--- src/rtl/pipeline_mdu_stage_pkg.sv ---
// Shared types and helpers for the HI/LO execute stage: the op encoding
// and small classifiers used by both the stage and the iterative engine.
package pipeline_mdu_stage_pkg;

    typedef enum logic [3:0] {
        MDU_NOP   = 4'd0,
        MDU_MULT  = 4'd1,
        MDU_MULTU = 4'd2,
        MDU_DIV   = 4'd3,
        MDU_DIVU  = 4'd4,
        MDU_MFHI  = 4'd5,
        MDU_MFLO  = 4'd6,
        MDU_MTHI  = 4'd7,
        MDU_MTLO  = 4'd8
    } mdu_op_t;

    // Ops that occupy the iterative engine for WIDTH cycles
    function automatic logic is_iter(input mdu_op_t op);
        return op inside {MDU_MULT, MDU_MULTU, MDU_DIV, MDU_DIVU};
    endfunction

    // Ops that use the shift-add multiplier path
    function automatic logic is_mul_op(input mdu_op_t op);
        return op inside {MDU_MULT, MDU_MULTU};
    endfunction

    // Ops that interpret their operands as two's complement
    function automatic logic is_signed_op(input mdu_op_t op);
        return op inside {MDU_MULT, MDU_DIV};
    endfunction

endpackage

--- src/rtl/pipeline_mdu_stage_iter_core.sv ---
// Iterative multiply/divide engine. A shift-add multiplier and a restoring
// divider share one WIDTH+1 bit adder and work on operand magnitudes; the
// sign fix-up is applied to the last iteration's result so the stage can
// commit HI/LO on the same edge that performs the final iteration.
module pipeline_mdu_stage_iter_core
    import pipeline_mdu_stage_pkg::*;
#(
    parameter int WIDTH = 32
) (
    input  logic             clk,
    input  logic             rst_n,
    input  logic             start,
    input  logic             abort,
    input  logic             step,
    input  logic             is_mul,
    input  logic             is_signed,
    input  logic [WIDTH-1:0] rs,
    input  logic [WIDTH-1:0] rt,
    output logic [WIDTH-1:0] res_hi,
    output logic [WIDTH-1:0] res_lo
);

    logic [WIDTH-1:0]   acc;
    logic [WIDTH-1:0]   low;
    logic [WIDTH-1:0]   opnd;
    logic               mul_mode;
    logic               neg_main;
    logic               neg_rem;

    logic [WIDTH-1:0]   rs_mag;
    logic [WIDTH-1:0]   rt_mag;
    logic [WIDTH:0]     shifted;
    logic [WIDTH:0]     add_a;
    logic [WIDTH:0]     add_b;
    logic               add_cin;
    logic [WIDTH+1:0]   add_sum;
    logic [WIDTH-1:0]   acc_next;
    logic [WIDTH-1:0]   low_next;
    logic [2*WIDTH-1:0] product;

    // Operand magnitudes taken at start; unsigned ops pass straight through
    always_comb begin
        rs_mag = (is_signed && rs[WIDTH-1]) ? -rs : rs;
        rt_mag = (is_signed && rt[WIDTH-1]) ? -rt : rt;
    end

    // Adder operand select: accumulate for multiply, trial subtract for divide
    always_comb begin
        shifted = {acc, low[WIDTH-1]};
        add_a   = '0;
        add_b   = '0;
        add_cin = 1'b0;
        if (mul_mode) begin
            add_a = {1'b0, acc};
            add_b = low[0] ? {1'b0, opnd} : '0;
        end else begin
            add_a   = shifted;
            add_b   = ~{1'b0, opnd};
            add_cin = 1'b1;
        end
    end

    assign add_sum = {1'b0, add_a} + {1'b0, add_b} + {{(WIDTH+1){1'b0}}, add_cin};

    // Next iteration state; for divide the carry out means "no borrow"
    always_comb begin
        acc_next = acc;
        low_next = low;
        if (mul_mode) begin
            {acc_next, low_next} = {add_sum[WIDTH:0], low[WIDTH-1:1]};
        end else begin
            acc_next = add_sum[WIDTH+1] ? add_sum[WIDTH-1:0] : shifted[WIDTH-1:0];
            low_next = {low[WIDTH-2:0], add_sum[WIDTH+1]};
        end
    end

    // Signed fix-up of the post-iteration values, valid on the final step
    always_comb begin
        product = {acc_next, low_next};
        if (neg_main) begin
            product = -product;
        end
        if (mul_mode) begin
            res_hi = product[2*WIDTH-1:WIDTH];
            res_lo = product[WIDTH-1:0];
        end else begin
            res_hi = neg_rem  ? -acc_next : acc_next;
            res_lo = neg_main ? -low_next : low_next;
        end
    end

    // Engine registers: load on start, advance one iteration per step
    always_ff @(posedge clk or negedge rst_n) begin
        if (!rst_n) begin
            acc      <= '0;
            low      <= '0;
            opnd     <= '0;
            mul_mode <= 1'b0;
            neg_main <= 1'b0;
            neg_rem  <= 1'b0;
        end else if (abort) begin
            acc      <= '0;
            low      <= '0;
            opnd     <= '0;
            mul_mode <= 1'b0;
            neg_main <= 1'b0;
            neg_rem  <= 1'b0;
        end else if (start) begin
            acc      <= '0;
            low      <= is_mul ? rt_mag : rs_mag;
            opnd     <= is_mul ? rs_mag : rt_mag;
            mul_mode <= is_mul;
            neg_main <= is_signed & (rs[WIDTH-1] ^ rt[WIDTH-1]);
            neg_rem  <= is_signed & rs[WIDTH-1];
        end else if (step) begin
            acc <= acc_next;
            low <= low_next;
        end
    end

endmodule

--- src/rtl/pipeline_mdu_stage.sv ---
// Execute-side pipeline stage for MIPS HI/LO operations. Holds the stage
// input register, the busy counter for the iterative engine and the
// architectural HI/LO registers, and reports available/output to the CU.
module pipeline_mdu_stage
    import pipeline_mdu_stage_pkg::*;
#(
    parameter int               WIDTH    = 32,
    parameter logic [WIDTH-1:0] HILO_RST = '0
) (
    input  logic             clk,
    input  logic             rst_n,
    input  logic             stall,
    input  logic             bubble,
    input  logic             in_valid,
    input  mdu_op_t          in_op,
    input  logic [WIDTH-1:0] in_rs,
    input  logic [WIDTH-1:0] in_rt,
    input  logic [4:0]       in_dst,
    output logic             stage_available,
    output logic             stage_output,
    output mdu_op_t          out_op,
    output logic [4:0]       out_dst,
    output logic [WIDTH-1:0] out_result,
    output logic [WIDTH-1:0] hi,
    output logic [WIDTH-1:0] lo
);

    localparam int CW = $clog2(WIDTH);

    logic             valid;
    logic             busy;
    logic [CW-1:0]    cnt;
    logic             take_load;
    logic             do_flush;
    logic             start;
    logic             step;
    logic             finish;
    logic [WIDTH-1:0] core_hi;
    logic [WIDTH-1:0] core_lo;

    // Edge decisions; a busy engine also holds the slot so a new op can never clobber it
    always_comb begin
        do_flush  = ~stall & bubble;
        take_load = ~stall & ~bubble & ~busy;
        start     = take_load & in_valid & is_iter(in_op);
        step      = busy & ~do_flush;
        finish    = step & (cnt == '0);
    end

    assign stage_available = ~busy;
    assign stage_output    = valid & ~busy;

    pipeline_mdu_stage_iter_core #(
        .WIDTH (WIDTH)
    ) u_core (
        .clk       (clk),
        .rst_n     (rst_n),
        .start     (start),
        .abort     (do_flush & busy),
        .step      (step),
        .is_mul    (is_mul_op(in_op)),
        .is_signed (is_signed_op(in_op)),
        .rs        (in_rs),
        .rt        (in_rt),
        .res_hi    (core_hi),
        .res_lo    (core_lo)
    );

    // Stage slot: hold on stall, empty on bubble, otherwise capture upstream
    always_ff @(posedge clk or negedge rst_n) begin
        if (!rst_n) begin
            valid      <= 1'b0;
            out_op     <= MDU_NOP;
            out_dst    <= '0;
            out_result <= '0;
        end else if (do_flush) begin
            valid      <= 1'b0;
            out_op     <= MDU_NOP;
            out_dst    <= '0;
            out_result <= '0;
        end else if (take_load) begin
            valid   <= in_valid;
            out_op  <= in_op;
            out_dst <= in_dst;
            if (in_valid && in_op == MDU_MFHI) begin
                out_result <= hi;
            end else if (in_valid && in_op == MDU_MFLO) begin
                out_result <= lo;
            end else begin
                out_result <= '0;
            end
        end
    end

    // Busy counter: WIDTH iterations from the load edge, cancelled by a flush
    always_ff @(posedge clk or negedge rst_n) begin
        if (!rst_n) begin
            busy <= 1'b0;
            cnt  <= '0;
        end else if (do_flush) begin
            busy <= 1'b0;
            cnt  <= '0;
        end else if (start) begin
            busy <= 1'b1;
            cnt  <= CW'(WIDTH - 1);
        end else if (busy) begin
            if (cnt == '0) begin
                busy <= 1'b0;
            end else begin
                cnt <= cnt - 1'b1;
            end
        end
    end

    // HI/LO: engine commit on its final step, MTHI/MTLO write at their load edge
    always_ff @(posedge clk or negedge rst_n) begin
        if (!rst_n) begin
            hi <= HILO_RST;
            lo <= HILO_RST;
        end else if (finish) begin
            hi <= core_hi;
            lo <= core_lo;
        end else if (take_load && in_valid) begin
            if (in_op == MDU_MTHI) begin
                hi <= in_rs;
            end
            if (in_op == MDU_MTLO) begin
                lo <= in_rs;
            end
        end
    end

endmodule

--- config.mk ---
export PLATFORM = sky130hd
export DESIGN_NAME = pipeline_mdu_stage
export DESIGN_NICKNAME = d
export VERILOG_FILES = /design/src/rtl/pipeline_mdu_stage_pkg.sv /design/src/rtl/pipeline_mdu_stage_iter_core.sv /design/src/rtl/pipeline_mdu_stage.sv
export SDC_FILE = /design/constraint.sdc
export NUM_CORES = 1
export LEC_CHECK = 0
export CORE_MARGIN = 4
export CORE_UTILIZATION = 37
export DETAILED_ROUTE_END_ITERATION = 16
export PLACE_DENSITY_LB_ADDON = 0.12
export SYNTH_ARGS = -nofsm -noshare
export SYNTH_HDL_FRONTEND = slang
export SYNTH_SLANG_ARGS = --single-unit
--- constraint.sdc ---
create_clock -name clk -period 7.93 [get_ports clk]
set_input_delay 1.586 -clock clk [delete_from_list [all_inputs] [get_ports clk]]
set_output_delay 1.586 -clock clk [all_outputs]
set_load 0.03 [all_outputs]
After elaboration in Yosys (flattened, before gate mapping)

Index checks and enable logic that the tools add are counted.

Output and inout port bits: 107
Word-level logic and storage cells: 121
Bits in registers: 211

Bitwise gates (word level): 17
Equality and inequality tests: 9
Multiplexer cells: 54
Reduce and logical (&&, ||, !) cells: 19
Add/subtract/negate cells: 8

Operator list:

| cell                                                 | number |
|---|---|
| 2-to-1 mux 32 bit                                    | 30 |
| negation 32 bit                                      | 4 |
| 2-to-1 mux 33 bit                                    | 2 |
| 2-to-1 mux 64 bit                                    | 1 |
| negation 64 bit                                      | 1 |
| adder 33 x 33 -> 34 bit                              | 1 |
| adder 34 x 1 -> 34 bit                               | 1 |
| inverter 32 -> 33 bit                                | 1 |
| 2-to-1 mux 5 bit                                     | 6 |
| equality test 4 x 3 -> 1 bit (second input constant) | 4 |
| nonzero test 2 bit                                   | 7 |
| 2-to-1 mux 1 bit                                     | 13 |
| bitwise AND 1 bit                                    | 11 |
| equality test 4 x 2 -> 1 bit (second input constant) | 2 |
| 2-to-1 mux 4 bit                                     | 2 |
| AND reduction 2 bit                                  | 3 |
| nonzero test 3 bit                                   | 2 |
| logical AND 1 bit                                    | 5 |
| zero test 5 bit                                      | 1 |
| subtractor 5 x 1 -> 5 bit (second input constant)    | 1 |
| equality test 4 x 1 -> 1 bit (second input constant) | 1 |
| equality test 4 bit (second input constant)          | 1 |
| inverter 1 bit                                       | 4 |
| nonzero test 4 bit                                   | 1 |
| other kinds (2)                                      | 2 |

Depth between registers and ports, before layout

Depth after elaboration: 10
Depth in mapped cells: 40
Gate-level depth less buffers: 23

By module

A second synthesis with hierarchy kept.

Cells, all modules: 2182
Area, all modules: 16982.5 um^2

Modules (own cells, without submodules):

| module                       | times used | area each (um^2) | cells an instance | sequential area each (um^2) |
|---|---|---|---|---|
| pipeline_mdu_stage_iter_core | 1          | 11850.1          | 1668              | 2477.4 |
| pipeline_mdu_stage           | 1          | 5132.4           | 514               | 2802.7 |

Worst setup path after synthesis

OpenSTA, ideal clock, no wires.

Kind: reg2reg
Start point: reg u_core.mul_mode
End point: reg hi[24]
Period minus slack after synthesis: 8412 ps
Required time: 7793 ps
Arrival: 8275 ps
Path slack: -482 ps
Library setup time: 137 ps
Cell stages (with the launch flop): 38
Cell sequence: dfrtp_1 > buf_4 > buf_6 > buf_6 > clkbuf_1 > clkbuf_1 > buf_2 > buf_1 > buf_1 > clkbuf_1 > buf_1 > clkbuf_1 > o21ai_0 > fa_1 > a211oi_1 > o21ai_0 > a22oi_1 > and4_1 > (+2 left out) > buf_2 > buf_2 > clkbuf_1 > a21oi_1 > ha_1 > o21ai_0 > nand2b_1 > or2_2 > or3b_2 > clkbuf_1 > or2_2 > nor2_1 > nand2b_1 > o311ai_0 > o211ai_1 > xor2_1 > nor2_1 > a21oi_1

Cells in the longest elaborated chain, start to end: 9
Elaborated cells on any way between the ends: 14
Those cells by class: 4 x add/sub; 10 x mux

RTL lines:

| what                                                          | RTL line                                                               | source |
|---|---|---|
| from (decl)                                                   | pipeline_mdu_stage_iter_core.sv:26                                     | `logic mul_mode;` |
| from (signal assigned)                                        | pipeline_mdu_stage_iter_core.sv:112                                    | `mul_mode <= is_mul;` |
| 2-to-1 mux 33 bit                                             | pipeline_mdu_stage_iter_core.sv:53                                     | `if (mul_mode) begin` |
| adder 33 x 33 -> 34 bit                                       | pipeline_mdu_stage_iter_core.sv:63                                     | `assign add_sum = {1'b0, add_a} + {1'b0, add_b} + {{(WIDTH+1){1'b0}}, add_cin};` |
| adder 34 x 1 -> 34 bit                                        | pipeline_mdu_stage_iter_core.sv:63                                     |  |
| 2-to-1 mux 32 bit                                             | pipeline_mdu_stage_iter_core.sv:72                                     | `acc_next = add_sum[WIDTH+1] ? add_sum[WIDTH-1:0] : shifted[WIDTH-1:0];` |
| 2-to-1 mux 32 bit                                             | pipeline_mdu_stage_iter_core.sv:69                                     | `if (mul_mode) begin` |
| negation 64 bit / negation 32 bit (equally long branches)     | pipeline_mdu_stage_iter_core.sv:81, pipeline_mdu_stage_iter_core.sv:87 |  |
| 2-to-1 mux 64 bit / 2-to-1 mux 32 bit (equally long branches) | pipeline_mdu_stage_iter_core.sv:80, pipeline_mdu_stage_iter_core.sv:87 |  |
| 2-to-1 mux 32 bit (*)                                         | pipeline_mdu_stage_iter_core.sv:83                                     | `if (mul_mode) begin` |
| 2-to-1 mux 32 bit (*)                                         | pipeline_mdu_stage.sv:120                                              | `end else if (finish) begin` |
| to (signal assigned)                                          | pipeline_mdu_stage.sv:121                                              | `hi <= core_hi;` |
| to (signal assigned)                                          | pipeline_mdu_stage.sv:125                                              | `hi <= in_rs;` |
| to (decl)                                                     | pipeline_mdu_stage.sv:24                                               | `output logic [WIDTH-1:0] hi,` |

Mark *: on every way between the ends. The rest lies on a longest branch, timed or not.
A chain may end at the register's enable or synchronous reset.

Final worst setup path

Same ends and word-level chain as after synthesis.

==> results.yml <==
outcome:
  status: "complete, no violations"
clock_tree:
  cts-resized-gates: 0
  htree_levels: 1
  cts_tree: "built"
  clkSinkCount: 211
  cts_hold_buffers: 0
  ctsLongestPathBuffers: 3
  clock-root-buffer: "clkbuf_16"
  path_clk_slew_ns: 0.06
  insertion_delay_ns: 0.57
  post_cts_buffers: 0
  numCtsBuffers: 26
pwr:
  powerDensity_nw_per_um2: 470
  p_int_mw: 4.38
  power.leakage_nw: 8.13
  pwr-share-seq: 0.206
  irDropWorstVdd_mv: 0.178
  swShare: 0.532
  p_sw_mw: 4.98
  comb_power_share: 0.657
  pwr-share-clk: 0.137
synthesis:
  postSynthCellCount: 2082
  syn-num-nets: 2200
  synth_area_um2: 16600
  ys_warn_count: 0
  ys_seq_area_frac: 0.318
  synth_cell_types: 89
  synth_top_area_share: 0.318
  synth_edf_count: 0
  synth.most_common_cell: "nand2_1"
  ys_ff_latch: 211
  netlist_top_cells_count: "262 x nand2_1, 239 x o21ai_0, 217 x a21oi_1, 211 x dfrtp_1, 201 x nor2_1"
  synth_flop_cell: "dfrtp_1"
  synth_top_area_cell: "dfrtp_1"
  synth_area_leaders: "dfrtp_1 32%, o21ai_0 7.2%, a21oi_1 6.5%"
  ys_async_sr_fraction: 1.00
  syn_area_per_cell_um2: 7.97
critical_path:
  worstSetupPathType: "flip-flop to flip-flop"
  cp.required_ns: 8.32
  endpoint_kind: "flip-flop"
  cp_max_fo: 21
  reg2regPathDepth: 24
  arrival_ns: 7.25
  critPathLaunchType: "flip-flop"
sta:
  tns_ns: 0
  setup_violations: 0
  hold_violations: 0
  rsz0062_at_grt: "no"
  period_needed_ns: 6.85
  fin_skew_ns: 0.0215
  fin_crit_sh: 0.864
  tightestPinTransition_ns: 1.11
  fmax_ghz: 0.146
  max_slew_margin: 0.263
  finalMaxSlewViolations: 0
floorplanning:
  die_w_um: 220
  die_area_um2: 48300
  die_y_um: 220
  io_pins: 185
  core_um2: 44300
  start_util: 0.375
  rows: 77
place:
  hpwlAfterDp_um: 52000
  place.gp.congestion: 0.946
  placed_area_um2: 19000
  port_buffers: 184
global_routing:
  grt.overflow.total: 0
  grt_antenna_before_repair: 0
  grtUsageTotal: 0.269
  grt_pass1_wl_um: 100000
  grt_max_degree: 149
  grt_pass1_vias: 15600
layout:
  n_antenna_cell: 0
  area_growth_pct: 19.9
  layout-drive-gt1-share: 0.0795
  stdcell_area_um2: 19900
  nNetsFinal: 2312
drt:
  drc: 0
  drt_iter0_drc: 1582
  routedWlPerCell_um: 23.9
  drtAntennaViolNets: 0
  num_vias: 16500
  dr.pass1.iters: 6
  finalWirelength_um: 67100
  via_per_inst: 5.88
hold_path:
  hold_class: "flip-flop to flip-flop"
  worst_hold_path.num_cells: 2
flow_run:
  maxCapViolCount: 0
[registers in the layout (all words and copies together), names as in the netlist]
register	cells
busy	1
cnt	5
hi	32
lo	32
out_dst	5
out_op	4
out_result	32
u_core.acc	32
u_core.low	32
u_core.mul_mode	1
u_core.neg_main	1
u_core.neg_rem	1
u_core.opnd	32
valid	1
[metal layers]
layer | wire [µm] | GRT usage | vias to the layer above | part of all wire
met1 | 31700 | 0.407 | 7994 | 0.47
met5 | 0 | 0 | - | 0
met2 | 28100 | 0.393 | 627 | 0.42
li1 | - | - | 7792 | -
met3 | 4670 | 0.0354 | 87 | 0.069
met4 | 2620 | 0.0950 | 0 | 0.039
[power by group through the flow]
stage	Clock (mW)	Combinational (mW)	Sequential (mW)
CTS	1.31	6.04	1.93
finish	1.28	6.15	1.93
floorplan	0	3.71	2.07
global placement	0	6.03	1.94
detailed placement	0	6.02	1.94
global route	1.35	6.64	1.98
[cells in the final DEF, fill, tap and decap left out, types with 11 or more instances in the layout]
cell	synthesis	layout
a211oi_1	36	36
a21o_1	18	18
a21oi_1	217	216
a22o_1	32	32
a22oi_1	44	44
a31oi_1	16	16
and3_1	11	11
buf_4	1	37
clkbuf_16	0	26
clkdlybuf4s50_1	0	183
dfrtp_1	211	210
ha_1	38	38
inv_1	34	34
mux2_2	49	49
mux2i_1	75	75
nand2_1	262	262
nand2b_1	12	12
nand3_1	15	15
nand4_1	12	12
nor2_1	201	198
nor3_1	41	39
nor4_1	15	15
o211ai_1	11	11
o21ai_0	239	239
o22ai_1	16	16
o31ai_1	20	20
xnor2_1	70	70
xor2_1	77	77
[cells by family after synthesis]
logic type                 after synthesis  synth area share
AOI/OAI and AO/OA                      736             0.275
xor gates and xnor gates               147            0.0776
adders and majority gates               40            0.0311
buffers and inverters                  173            0.0418
DFF                                    211             0.318
muxes                                  124            0.0785
and+or+nand+nor                        651             0.178
[worst max-delay path, cell delays in order (launching register included)]
cell and delay, ns:
dfrtp_4 0.43, and2_1 0.77, buf_4 0.34, nand2_1 0.06
o21ai_0 0.08, ha_1 0.34, a21oi_1 0.32, o2111ai_1 0.21
a31oi_2 0.37, and4_1 0.41, nor2_4 0.08, a21oi_1 0.22
ha_1 0.23, o21ai_0 0.11, nand2b_1 0.21, or2_2 0.35
or3b_2 0.55, or2_2 0.36, nor2_1 0.32, nand2b_1 0.12
o311ai_0 0.31, o211ai_1 0.16, xor2_1 0.16, nor2_1 0.13
a21oi_1 0.05
[metrics by stage]
stage	cells	util	hold slack, ns	total power, mW	setup WS, ns
2_1_floorplan	2082	-	0.439	5.78	0.0660
3_3_place_gp	2758	0.429	0.452	7.97	1.26
3_5_place_dp	2758	0.429	0.460	7.97	1.09
4_1_cts	2805	0.449	0.473	9.28	1.08
5_1_grt	2805	0.449	0.499	9.96	0.516
6_report	2805	0.449	0.477	9.36	1.08
[cell type report]
cell class                      instances  area (µm²)
Clock buffer                           34         711
Inverter                               34         128
Clock inverter                         13         193
Fill cell                            4416       24400
Multi-Input combinational cell       1698       10700
Timing Repair Buffer                  223        2160
Tap cell                              592         741
Sequential cell                       211        5280
[worst paths after layout]
path                       slack [ns]             end            start
hold reg to reg                  0.48  out_result[21]   out_result[21]
setup / recovery                 1.08          hi[24]  u_core.mul_mode
min in group asynchronous        1.01   out_result[8]            rst_n
hold / removal                   0.48  out_result[21]   out_result[21]
max in group asynchronous        5.73  u_core.low[14]            rst_n
setup reg to reg                 1.08          hi[24]  u_core.mul_mode
(Power assumes the default switching activity.)
